[src/rtl/fp_pkg.sv]
// Shared types and constants for the FP register-file writeback path.
package fp_pkg;

  localparam int FP_NUM_REGS = 32;

  // fflags bit positions, matching the fcsr layout
  localparam int FFLAG_NV = 4;
  localparam int FFLAG_DZ = 3;
  localparam int FFLAG_OF = 2;
  localparam int FFLAG_UF = 1;
  localparam int FFLAG_NX = 0;

  typedef struct packed {
    logic [4:0]  rd;
    logic [31:0] data;
    logic [4:0]  flags;
  } fp_wb_entry_t;

endpackage

[src/rtl/fp_wb_fifo.sv]
// Small synchronous FIFO of pending FPU results; the head is readable in the
// same cycle so the arbiter can pick it without an extra stage.
module fp_wb_fifo
  import fp_pkg::*;
#(
  parameter int DEPTH = 2
) (
  input  logic         clk_i,
  input  logic         rst_ni,
  input  logic         push_i,
  input  fp_wb_entry_t push_data_i,
  input  logic         pop_i,
  output fp_wb_entry_t head_o,
  output logic         full_o,
  output logic         empty_o
);

  localparam int AW = $clog2(DEPTH);
  localparam logic [AW:0] FULL_CNT = DEPTH[AW:0];

  fp_wb_entry_t  mem_reg [DEPTH];
  logic [AW-1:0] wr_ptr_reg;
  logic [AW-1:0] rd_ptr_reg;
  logic [AW:0]   count_reg;
  logic [AW:0]   count_next;
  logic          do_push;
  logic          do_pop;

  assign full_o  = (count_reg == FULL_CNT);
  assign empty_o = (count_reg == '0);
  assign do_push = push_i && !full_o;
  assign do_pop  = pop_i && !empty_o;
  assign head_o  = mem_reg[rd_ptr_reg];

  always_comb begin
    count_next = count_reg;
    case ({do_push, do_pop})
      2'b10:   count_next = count_reg + (AW+1)'(1);
      2'b01:   count_next = count_reg - (AW+1)'(1);
      default: count_next = count_reg;
    endcase
  end

  // Pointers wrap naturally because DEPTH is a power of two.
  always_ff @(posedge clk_i or negedge rst_ni) begin
    if (!rst_ni) begin
      wr_ptr_reg <= '0;
      rd_ptr_reg <= '0;
      count_reg  <= '0;
    end else begin
      if (do_push) wr_ptr_reg <= wr_ptr_reg + AW'(1);
      if (do_pop)  rd_ptr_reg <= rd_ptr_reg + AW'(1);
      count_reg <= count_next;
    end
  end

  always_ff @(posedge clk_i) begin
    if (do_push) mem_reg[wr_ptr_reg] <= push_data_i;
  end

endmodule

[src/rtl/fp_writeback_ctrl.sv]
// FP register-file write port: arbitrates LSU loads and buffered FPU results,
// tracks busy registers for issue stalls and accumulates sticky fflags.
module fp_writeback_ctrl
  import fp_pkg::*;
#(
  parameter int FIFO_DEPTH = 2,
  parameter int NUM_REGS   = FP_NUM_REGS
) (
  input  logic        clk_i,
  input  logic        rst_ni,
  input  logic        issue_valid_i,
  input  logic        issue_fregwrite_i,
  input  logic [4:0]  issue_frd_i,
  input  logic [4:0]  issue_freg1_i,
  input  logic [4:0]  issue_freg2_i,
  input  logic [4:0]  issue_freg3_i,
  input  logic [2:0]  issue_use_i,
  output logic        stall_o,
  input  logic        fpu_valid_i,
  output logic        fpu_ready_o,
  input  logic [4:0]  fpu_rd_i,
  input  logic [31:0] fpu_result_i,
  input  logic [4:0]  fpu_flags_i,
  input  logic        lsu_valid_i,
  input  logic [4:0]  lsu_rd_i,
  input  logic [31:0] lsu_data_i,
  output logic        fregwrite_o,
  output logic [4:0]  frd_o,
  output logic [31:0] writeback_data_o,
  input  logic        fflags_clr_i,
  output logic [4:0]  fflags_o
);

  logic [NUM_REGS-1:0] busy_reg;
  logic [NUM_REGS-1:0] busy_next;
  logic [NUM_REGS-1:0] busy_set;
  logic [NUM_REGS-1:0] busy_clr;
  logic                src_busy;
  logic                waw_busy;
  logic                issue_accept;

  logic                fifo_full;
  logic                fifo_empty;
  logic                fifo_push;
  logic                fifo_pop;
  logic                fpu_xfer;
  fp_wb_entry_t        fifo_head;
  fp_wb_entry_t        fpu_entry;
  fp_wb_entry_t        win_entry;
  logic                win_valid;
  logic                win_is_fpu;

  logic                fregwrite_reg;
  logic [4:0]          frd_reg;
  logic [31:0]         wb_data_reg;
  logic [4:0]          fflags_reg;
  logic [4:0]          fflags_next;

  // Hazard check against registered busy bits only; no forwarding.
  assign src_busy = (issue_use_i[0] && busy_reg[issue_freg1_i]) ||
                    (issue_use_i[1] && busy_reg[issue_freg2_i]) ||
                    (issue_use_i[2] && busy_reg[issue_freg3_i]);
  assign waw_busy     = issue_fregwrite_i && busy_reg[issue_frd_i];
  assign stall_o      = issue_valid_i && (src_busy || waw_busy);
  assign issue_accept = issue_valid_i && !stall_o;

  assign fpu_ready_o = !fifo_full;
  assign fpu_xfer    = fpu_valid_i && fpu_ready_o;
  assign fpu_entry   = '{rd: fpu_rd_i, data: fpu_result_i, flags: fpu_flags_i};

  fp_wb_fifo #(
    .DEPTH (FIFO_DEPTH)
  ) u_fifo (
    .clk_i       (clk_i),
    .rst_ni      (rst_ni),
    .push_i      (fifo_push),
    .push_data_i (fpu_entry),
    .pop_i       (fifo_pop),
    .head_o      (fifo_head),
    .full_o      (fifo_full),
    .empty_o     (fifo_empty)
  );

  // LSU cannot be stalled, so it always wins; the FIFO head keeps FPU order.
  always_comb begin
    win_valid  = 1'b0;
    win_is_fpu = 1'b0;
    win_entry  = '0;
    fifo_pop   = 1'b0;
    fifo_push  = fpu_xfer;
    if (lsu_valid_i) begin
      win_valid = 1'b1;
      win_entry = '{rd: lsu_rd_i, data: lsu_data_i, flags: 5'b0};
    end else if (!fifo_empty) begin
      win_valid  = 1'b1;
      win_is_fpu = 1'b1;
      win_entry  = fifo_head;
      fifo_pop   = 1'b1;
    end else if (fpu_xfer) begin
      win_valid  = 1'b1;
      win_is_fpu = 1'b1;
      win_entry  = fpu_entry;
      fifo_push  = 1'b0;
    end
  end

  for (genvar gi = 0; gi < NUM_REGS; gi++) begin : g_busy
    assign busy_set[gi]  = issue_accept && issue_fregwrite_i && (issue_frd_i == 5'(gi));
    assign busy_clr[gi]  = win_valid && (win_entry.rd == 5'(gi));
    assign busy_next[gi] = busy_set[gi] || (busy_reg[gi] && !busy_clr[gi]);
  end

  assign fflags_next = (fflags_clr_i ? 5'b0 : fflags_reg) |
                       (win_is_fpu ? win_entry.flags : 5'b0);

  always_ff @(posedge clk_i or negedge rst_ni) begin
    if (!rst_ni) begin
      busy_reg      <= '0;
      fregwrite_reg <= 1'b0;
      frd_reg       <= '0;
      wb_data_reg   <= '0;
      fflags_reg    <= '0;
    end else begin
      busy_reg      <= busy_next;
      fregwrite_reg <= win_valid;
      fflags_reg    <= fflags_next;
      if (win_valid) begin
        frd_reg     <= win_entry.rd;
        wb_data_reg <= win_entry.data;
      end
    end
  end

  assign fregwrite_o      = fregwrite_reg;
  assign frd_o            = frd_reg;
  assign writeback_data_o = wb_data_reg;
  assign fflags_o         = fflags_reg;

endmodule

[config.mk]
export PLATFORM = sky130hd
export DESIGN_NAME = fp_writeback_ctrl
export DESIGN_NICKNAME = d
export VERILOG_FILES = /design/src/rtl/fp_pkg.sv /design/src/rtl/fp_wb_fifo.sv /design/src/rtl/fp_writeback_ctrl.sv
export SDC_FILE = /design/constraint.sdc
export NUM_CORES = 1
export LEC_CHECK = 0
export CELL_PAD_IN_SITES_DETAIL_PLACEMENT = 0
export CELL_PAD_IN_SITES_GLOBAL_PLACEMENT = 2
export CORE_MARGIN = 5
export CORE_UTILIZATION = 35
export DETAILED_ROUTE_END_ITERATION = 16
export GPL_TIMING_DRIVEN = 0
export PLACE_DENSITY_LB_ADDON = 0.08
export SLEW_MARGIN = 20
export SYNTH_ARGS = -nofsm -noshare
export SYNTH_HDL_FRONTEND = slang
export SYNTH_SLANG_ARGS = --single-unit
[constraint.sdc]
create_clock -name clk_i -period 3.9 [get_ports clk_i]
set_clock_uncertainty 0.15 [all_clocks]
set_input_delay 0.585 -clock clk_i [delete_from_list [all_inputs] [get_ports clk_i]]
set_output_delay 0.585 -clock clk_i [all_outputs]
set_load 0.005 [all_outputs]
==> flow_summary.json, run 1 <==
{
  "status": "finished clean",
  "finalCritPeriodShare_pct": 96.5,
  "routed_wl_mm": 24.0,
  "critPathCaptureType": "primary output",
  "wire_per_inst_um": 21.2,
  "grt-ovfl-total": 0,
  "drv_slew": 0,
  "grt_pass1_vias": 6578,
  "cpMostUsedCell": "clkdlybuf4s50_1",
  "critical-path-max-stage-delay_ns": 0.54,
  "max-vdd-ir-drop_uv": 240,
  "antenna_found_initial": 1,
  "dieWidth_um": 162,
  "dieHeight_um": 162,
  "cts_max_level": 4,
  "synth-seq-cells": 163,
  "drv_cap": 0,
  "startpoint_type": "input port",
  "synth_top_area_share_pct": 31.4,
  "clkSinkCount": 163,
  "place_congestion": 0.816,
  "fin_crit_ns": 3.77,
  "finalSetupViolCount": 0,
  "core-area_um2": 22600,
  "synthArstFlopShare_pct": 48.5,
  "wl_met3_mm": 1.49,
  "cp_slowest_cell": "clkdlybuf4s50_1",
  "fmax_mhz": 266,
  "crit_chain": "clkdlybuf4s50_1, buf_6, mux4_2, mux2i_1, nor2_1, nor4_4, nor2b_1, o21a_1, clkdlybuf4s50_1",
  "synth_seq_area_share_pct": 56.0,
  "drive_above_1_share_pct": 12.5,
  "finalPower_mw": 6.74,
  "tritoncts": "yes",
  "largest_register_ffs": 84,
  "port_buffers": 143,
  "top_layer": "met5",
  "tightest_slew_ns": 0.847,
  "wl_met2_mm": 11.6,
  "root_buffer": "clkbuf_16",
  "leakage_nw": 3.98,
  "ys_types": 47,
  "relSlewSlack_pct": 42.9,
  "synthTopCellsByArea": "edfxtp_1 31%, dfrtp_1 25%, mux4_2 8.1%",
  "synthesis.area_um2": 8040,
  "cts_buffer_depth": 2,
  "drc": 0,
  "hold_viol": 0,
  "rows": 55,
  "synth.most_common_cell": "edfxtp_1",
  "fin_area_um2": 10600,
  "insertion_delay_ns": 0.43,
  "avgSynthCellArea_um2": 12.1,
  "start_util_pct": 35.5,
  "drt-initial-drc-count": 454,
  "required_ns": 3.16,
  "syn-num-nets": 774,
  "cts_buffers": 17,
  "antennaDiodeCount": 0,
  "dpl_cell_area_um2": 9980,
  "drtPass1Iterations": 5,
  "synth-edff-count": 84,
  "fin_util_pct": 47.0,
  "viasPerCell": 5.48,
  "synthCells": 664,
  "yosysTopAreaCell": "edfxtp_1",
  "dieArea_um2": 26100,
  "synthTopCellsByCount": "84 x edfxtp_1, 79 x dfrtp_1, 63 x o21ai_0",
  "critPathMaxFanout": 10,
  "num_vias": 6218,
  "grt_pass1_wl_mm": 38.1,
  "nets": 946,
  "hold_class": "reg -> reg",
  "drt-met1-wl_mm": 10.7,
  "synth-main-ff-cell": "edfxtp_1",
  "drtAntennaViolNets": 0,
  "ioPinCount": 154,
  "cellPowerDensity_nw_per_um2": 634,
  "hpwl_mm": 17.9,
  "area_delta_synth_final_pct": 32.3,
  "grt_max_degree": 50,
  "yosysWarnings": 0,
  "clk_pin_slew_ns": 0.07,
  "grt.total_usage_pct": 18.7,
  "arrival_ns": 3.03,
  "path_class": "in -> out"
}
## critical path: cells and delay by family
| kind | cells | cell delay [ns] |
|---|---|---|
| buffers and inverters | 3 | 1.16 |
| AND/OR/NAND/NOR | 3 | 0.44 |
| multiplexers | 2 | 0.67 |
| AO/OA/AOI/OAI | 1 | 0.17 |
## worst paths after layout
kind | start | endpoint | slack, ns | cells after the start
max | issue_frd_i[1] | stall_o | 0.13 | 9
max reg2reg | u_fifo.count_reg[0] | writeback_data_o[22] | 1.01 | 8
max in group asynchronous | rst_ni | busy_reg[4] | 2.47 | 3
min in group asynchronous | rst_ni | writeback_data_o[11] | 0.50 | 2
min | frd_o[1] | frd_o[1] | 0.34 | 1
min reg2reg | frd_o[1] | frd_o[1] | 0.34 | 1
## cell type report
| type | count | area [um^2] |
|---|---|---|
| fillers | 2044 | 12000 |
| clock inverters | 14 | 156 |
| clock buffers | 18 | 439 |
| inverters | 10 | 37.5 |
| flip-flops and latches | 163 | 4500 |
| multi-input cells | 441 | 3310 |
| well taps | 285 | 357 |
| plain buffers | 50 | 230 |
| repair buffers | 153 | 1610 |
## what timing repair did
| item | 4_1_cts | 5_1_grt |
|---|---|---|
| resized for setup | 2 | 8 |
| hold endpoints to repair | 30 | 0 |
| pin swaps | 1 | 1 |
| setup endpoints to repair | 1 | 1 |
| hold buffers | 1 | 0 |
| setup buffers | 1 | 3 |
## layout by cell type (no fill, tap or decap), types with 3 or more instances in the layout
master | Yosys | layout
a2111oi_0 | 4 | 4
a21o_1 | 3 | 3
a22oi_1 | 32 | 32
a31oi_1 | 37 | 37
and3_1 | 3 | 3
buf_1 | 6 | 6
buf_16 | 0 | 5
buf_2 | 6 | 5
buf_4 | 1 | 6
buf_6 | 3 | 4
clkbuf_1 | 34 | 32
clkbuf_16 | 0 | 17
clkdlybuf4s50_1 | 0 | 142
clkinv_4 | 0 | 4
dfrtp_1 | 79 | 78
edfxtp_1 | 84 | 84
inv_1 | 9 | 9
inv_8 | 0 | 5
mux2_2 | 7 | 7
mux2i_1 | 59 | 59
mux4_2 | 29 | 29
nand2_1 | 20 | 20
nand2b_1 | 6 | 6
nand3_1 | 37 | 37
nor2_1 | 56 | 54
nor2b_1 | 9 | 9
nor3_1 | 5 | 5
o21ai_0 | 63 | 63
o21ai_1 | 26 | 26
o21ai_2 | 10 | 10
o22ai_1 | 8 | 8
xnor2_1 | 3 | 3
## power breakdown
part / total, mW / internal, mW / switching, mW / leakage [nW]
combinational: 2.46 / 1.19 / 1.27 / 1.92
sequential: 2.62 / 2.31 / 0.315 / 1.77
clock: 1.67 / 0.878 / 0.788 / 0.289
total: 6.74 / 4.37 / 2.37 / 3.98
## metal layers
metal	global-route usage, %	vias up
met1	24.8	3120
met3	5.44	20
li1	-	2905
met2	30.2	171
met4	5.23	2
met5	0	-
## kinds of logic after synthesis
logic type                 synth area share [%]
AOI/OAI and AO/OA                          14.6
DFF                                        56.0
and+or+nand+nor                            8.98
muxes                                      16.6
buffers and inverters                      3.22
xor gates and xnor gates                  0.545
adders and majority gates                 0.156
## metrics by stage
stage / setup WS (ns) / TNS (ns) / cells / hold WS (ns)
after floorplan: 0.0319 / 0 / 664 / 0.139
after global placement: -1.58 / -206.56 / 1092 / 0.316
after detailed placement: -0.359 / -0.359 / 1097 / 0.318
after CTS: 0.00775 / 0 / 1131 / 0.344
after global routing: -0.00112 / -0.00112 / 1134 / 0.377
final: 0.135 / 0 / 1134 / 0.343
Power figures use the tool's default switching activity.
==> run 2, diff against run 1 <==
Settings changed: CORE_ASPECT_RATIO set to 0.6.
==> flow_summary.json, run 2 (same netlist as run 1, synthesis figures left out) <==
{
  "tritoncts": "yes",
  "fmax_mhz": 267,
  "global_route.usage.met2_pct": 26.5,
  "antennaDiodeCount": 0,
  "num_vias": 6483,
  "dpl_cell_area_um2": 9950,
  "clk_pin_slew_ns": 0.06,
  "use_met1_pct": 32.5,
  "rsz0062_at_grt": "no",
  "grt_pass1_wl_mm": 39.9,
  "hpwl_mm": 19.4,
  "arrival_ns": 3.02,
  "status": "finished clean",
  "wire_per_inst_um": 22.5,
  "drtAntennaViolNets": 0,
  "placed_cells": 1125,
  "core-area_um2": 22900,
  "critPathMaxFanout": 5,
  "finalPower_mw": 6.93,
  "relSlewSlack_pct": 32.4,
  "drv_cap": 0,
  "path_class": "in -> out",
  "hold_class": "reg -> reg",
  "final_common_cell": "clkdlybuf4s50_1",
  "largest_register_ffs": 84,
  "antenna_found_initial": 1,
  "grt_max_degree": 55,
  "critPathCaptureType": "primary output",
  "regArea_um2": 4500,
  "drtPass1Iterations": 5,
  "cts_buffer_depth": 2,
  "root_buffer": "clkbuf_16",
  "fin_area_um2": 10600,
  "nets": 943,
  "routed_wl_mm": 26.1,
  "ioPinCount": 154,
  "multiInputGateArea_um2": 3310,
  "grt.total_usage_pct": 20.2,
  "viasPerCell": 5.58,
  "grt_busiest_layer": "met1",
  "rrSetupSlack_ns": 0.71,
  "layout_common_cells": "141 x clkdlybuf4s50_1, 84 x edfxtp_1, 79 x dfrtp_1, 63 x o21ai_0, 58 x mux2i_1",
  "cts_buffers": 17,
  "hold_viol": 0,
  "dieWidth_um": 206,
  "leakage_nw": 3.97,
  "clkSinkCount": 163,
  "drv_slew": 0,
  "rows": 43,
  "finalSetupViolCount": 0,
  "dieHeight_um": 127,
  "dieArea_um2": 26200,
  "area_delta_synth_final_pct": 32.4,
  "max-vdd-ir-drop_uv": 320,
  "drt-initial-drc-count": 473,
  "tightest_slew_ns": 1.01,
  "required_ns": 3.16,
  "met3_usage_pct": 5.86,
  "cellPowerDensity_nw_per_um2": 651,
  "drive_above_1_share_pct": 11.7,
  "insertion_delay_ns": 0.43,
  "grt_pass1_vias": 6471,
  "startpoint_type": "input port",
  "final_cells": 1161,
  "fin_tns_setup_ns": 0,
  "finalCritPeriodShare_pct": 96.2,
  "port_buffers": 143,
  "cts_max_level": 4,
  "fin_crit_ns": 3.75,
  "drc": 0,
  "place_congestion": 0.905,
  "start_util_pct": 35.2,
  "grt-ovfl-total": 0,
  "fillCellCount": 2072
}
run 2: cell count changes in the layout (fill, tap and decap cells not counted), sizes merged:
| cell | delta |
|---|---|
| bufinv | +5 |
| clkdlybuf4s50 | -1 |
| clkbuf | +4 |
| clkinv | -2 |
| dlymetal6s2s | +1 |
| inv | -7 |
| buf | -3 |
run 2: layout make-up:
type	count	share of cell area (%)
Tap cell	315	3.70
Timing Repair Buffer	150	14.4
Clock inverter	10	1.68
Inverter	10	0.353
Clock buffer	22	4.36
Multi-Input combinational cell	441	31.1
Buffer	50	2.17
Sequential cell	163	42.3
run 2: path summary, 6_finish.rpt:
path / end / startpoint / cells after the start
setup / recovery: stall_o / issue_freg3_i[3] / 8
min in group asynchronous: writeback_data_o[7] / rst_ni / 2
hold reg to reg: frd_o[0] / frd_o[0] / 1
max in group asynchronous: fflags_o[4] / rst_ni / 3
setup reg to reg: writeback_data_o[25] / u_fifo.count_reg[0] / 8
hold / removal: frd_o[0] / frd_o[0] / 1
run 2: report_power, final:
| group | total, mW | internal, mW | switching (mW) | leakage, nW |
|---|---|---|---|---|
| combinational | 2.47 | 1.14 | 1.33 | 1.89 |
| clock | 1.83 | 1.17 | 0.669 | 0.309 |
| sequential | 2.63 | 2.31 | 0.317 | 1.77 |
| total | 6.93 | 4.61 | 2.31 | 3.97 |
run 2: critical path: stages:
cell and delay (ns):
clkdlybuf4s50_1 0.69, mux4_2 0.37, mux2i_2 0.29, nand3_1 0.12
o211ai_1 0.18, nand3_2 0.13, o21a_1 0.20, clkdlybuf4s50_1 0.44
run 2: metrics by stage:
step                      hold slack, ns  worst slack, ns  utilization (%)
final                              0.336            0.149             46.6
after global routing               0.348           0.0306             46.6
after CTS                          0.343           0.0543             46.5
after detailed placement           0.323           -0.366             43.5
after global placement             0.318            -1.72             43.1
after floorplan                    0.139           0.0319                -
run 2: routing by layer:
| metal | vias to the layer above | wire, um | part of all wire, % |
|---|---|---|---|
| met2 | 284 | 10600 | 40 |
| li1 | 2896 | - | - |
| met1 | 3279 | 13000 | 50 |
| met3 | 22 | 2310 | 8.8 |
| met5 | - | 12 | 0.046 |
| met4 | 2 | 238 | 0.91 |
run 2: what timing repair did:
| item | CTS | global route |
|---|---|---|
| hold buffers | 1 | 0 |
| resized for setup | 6 | 2 |
| cloned | 0 | 0 |
| endpoints found under the hold margin | 25 | 0 |
| endpoints found under the setup margin | 1 | 1 |
| pin swaps | 2 | 0 |
| buffers inserted | 2 | 1 |
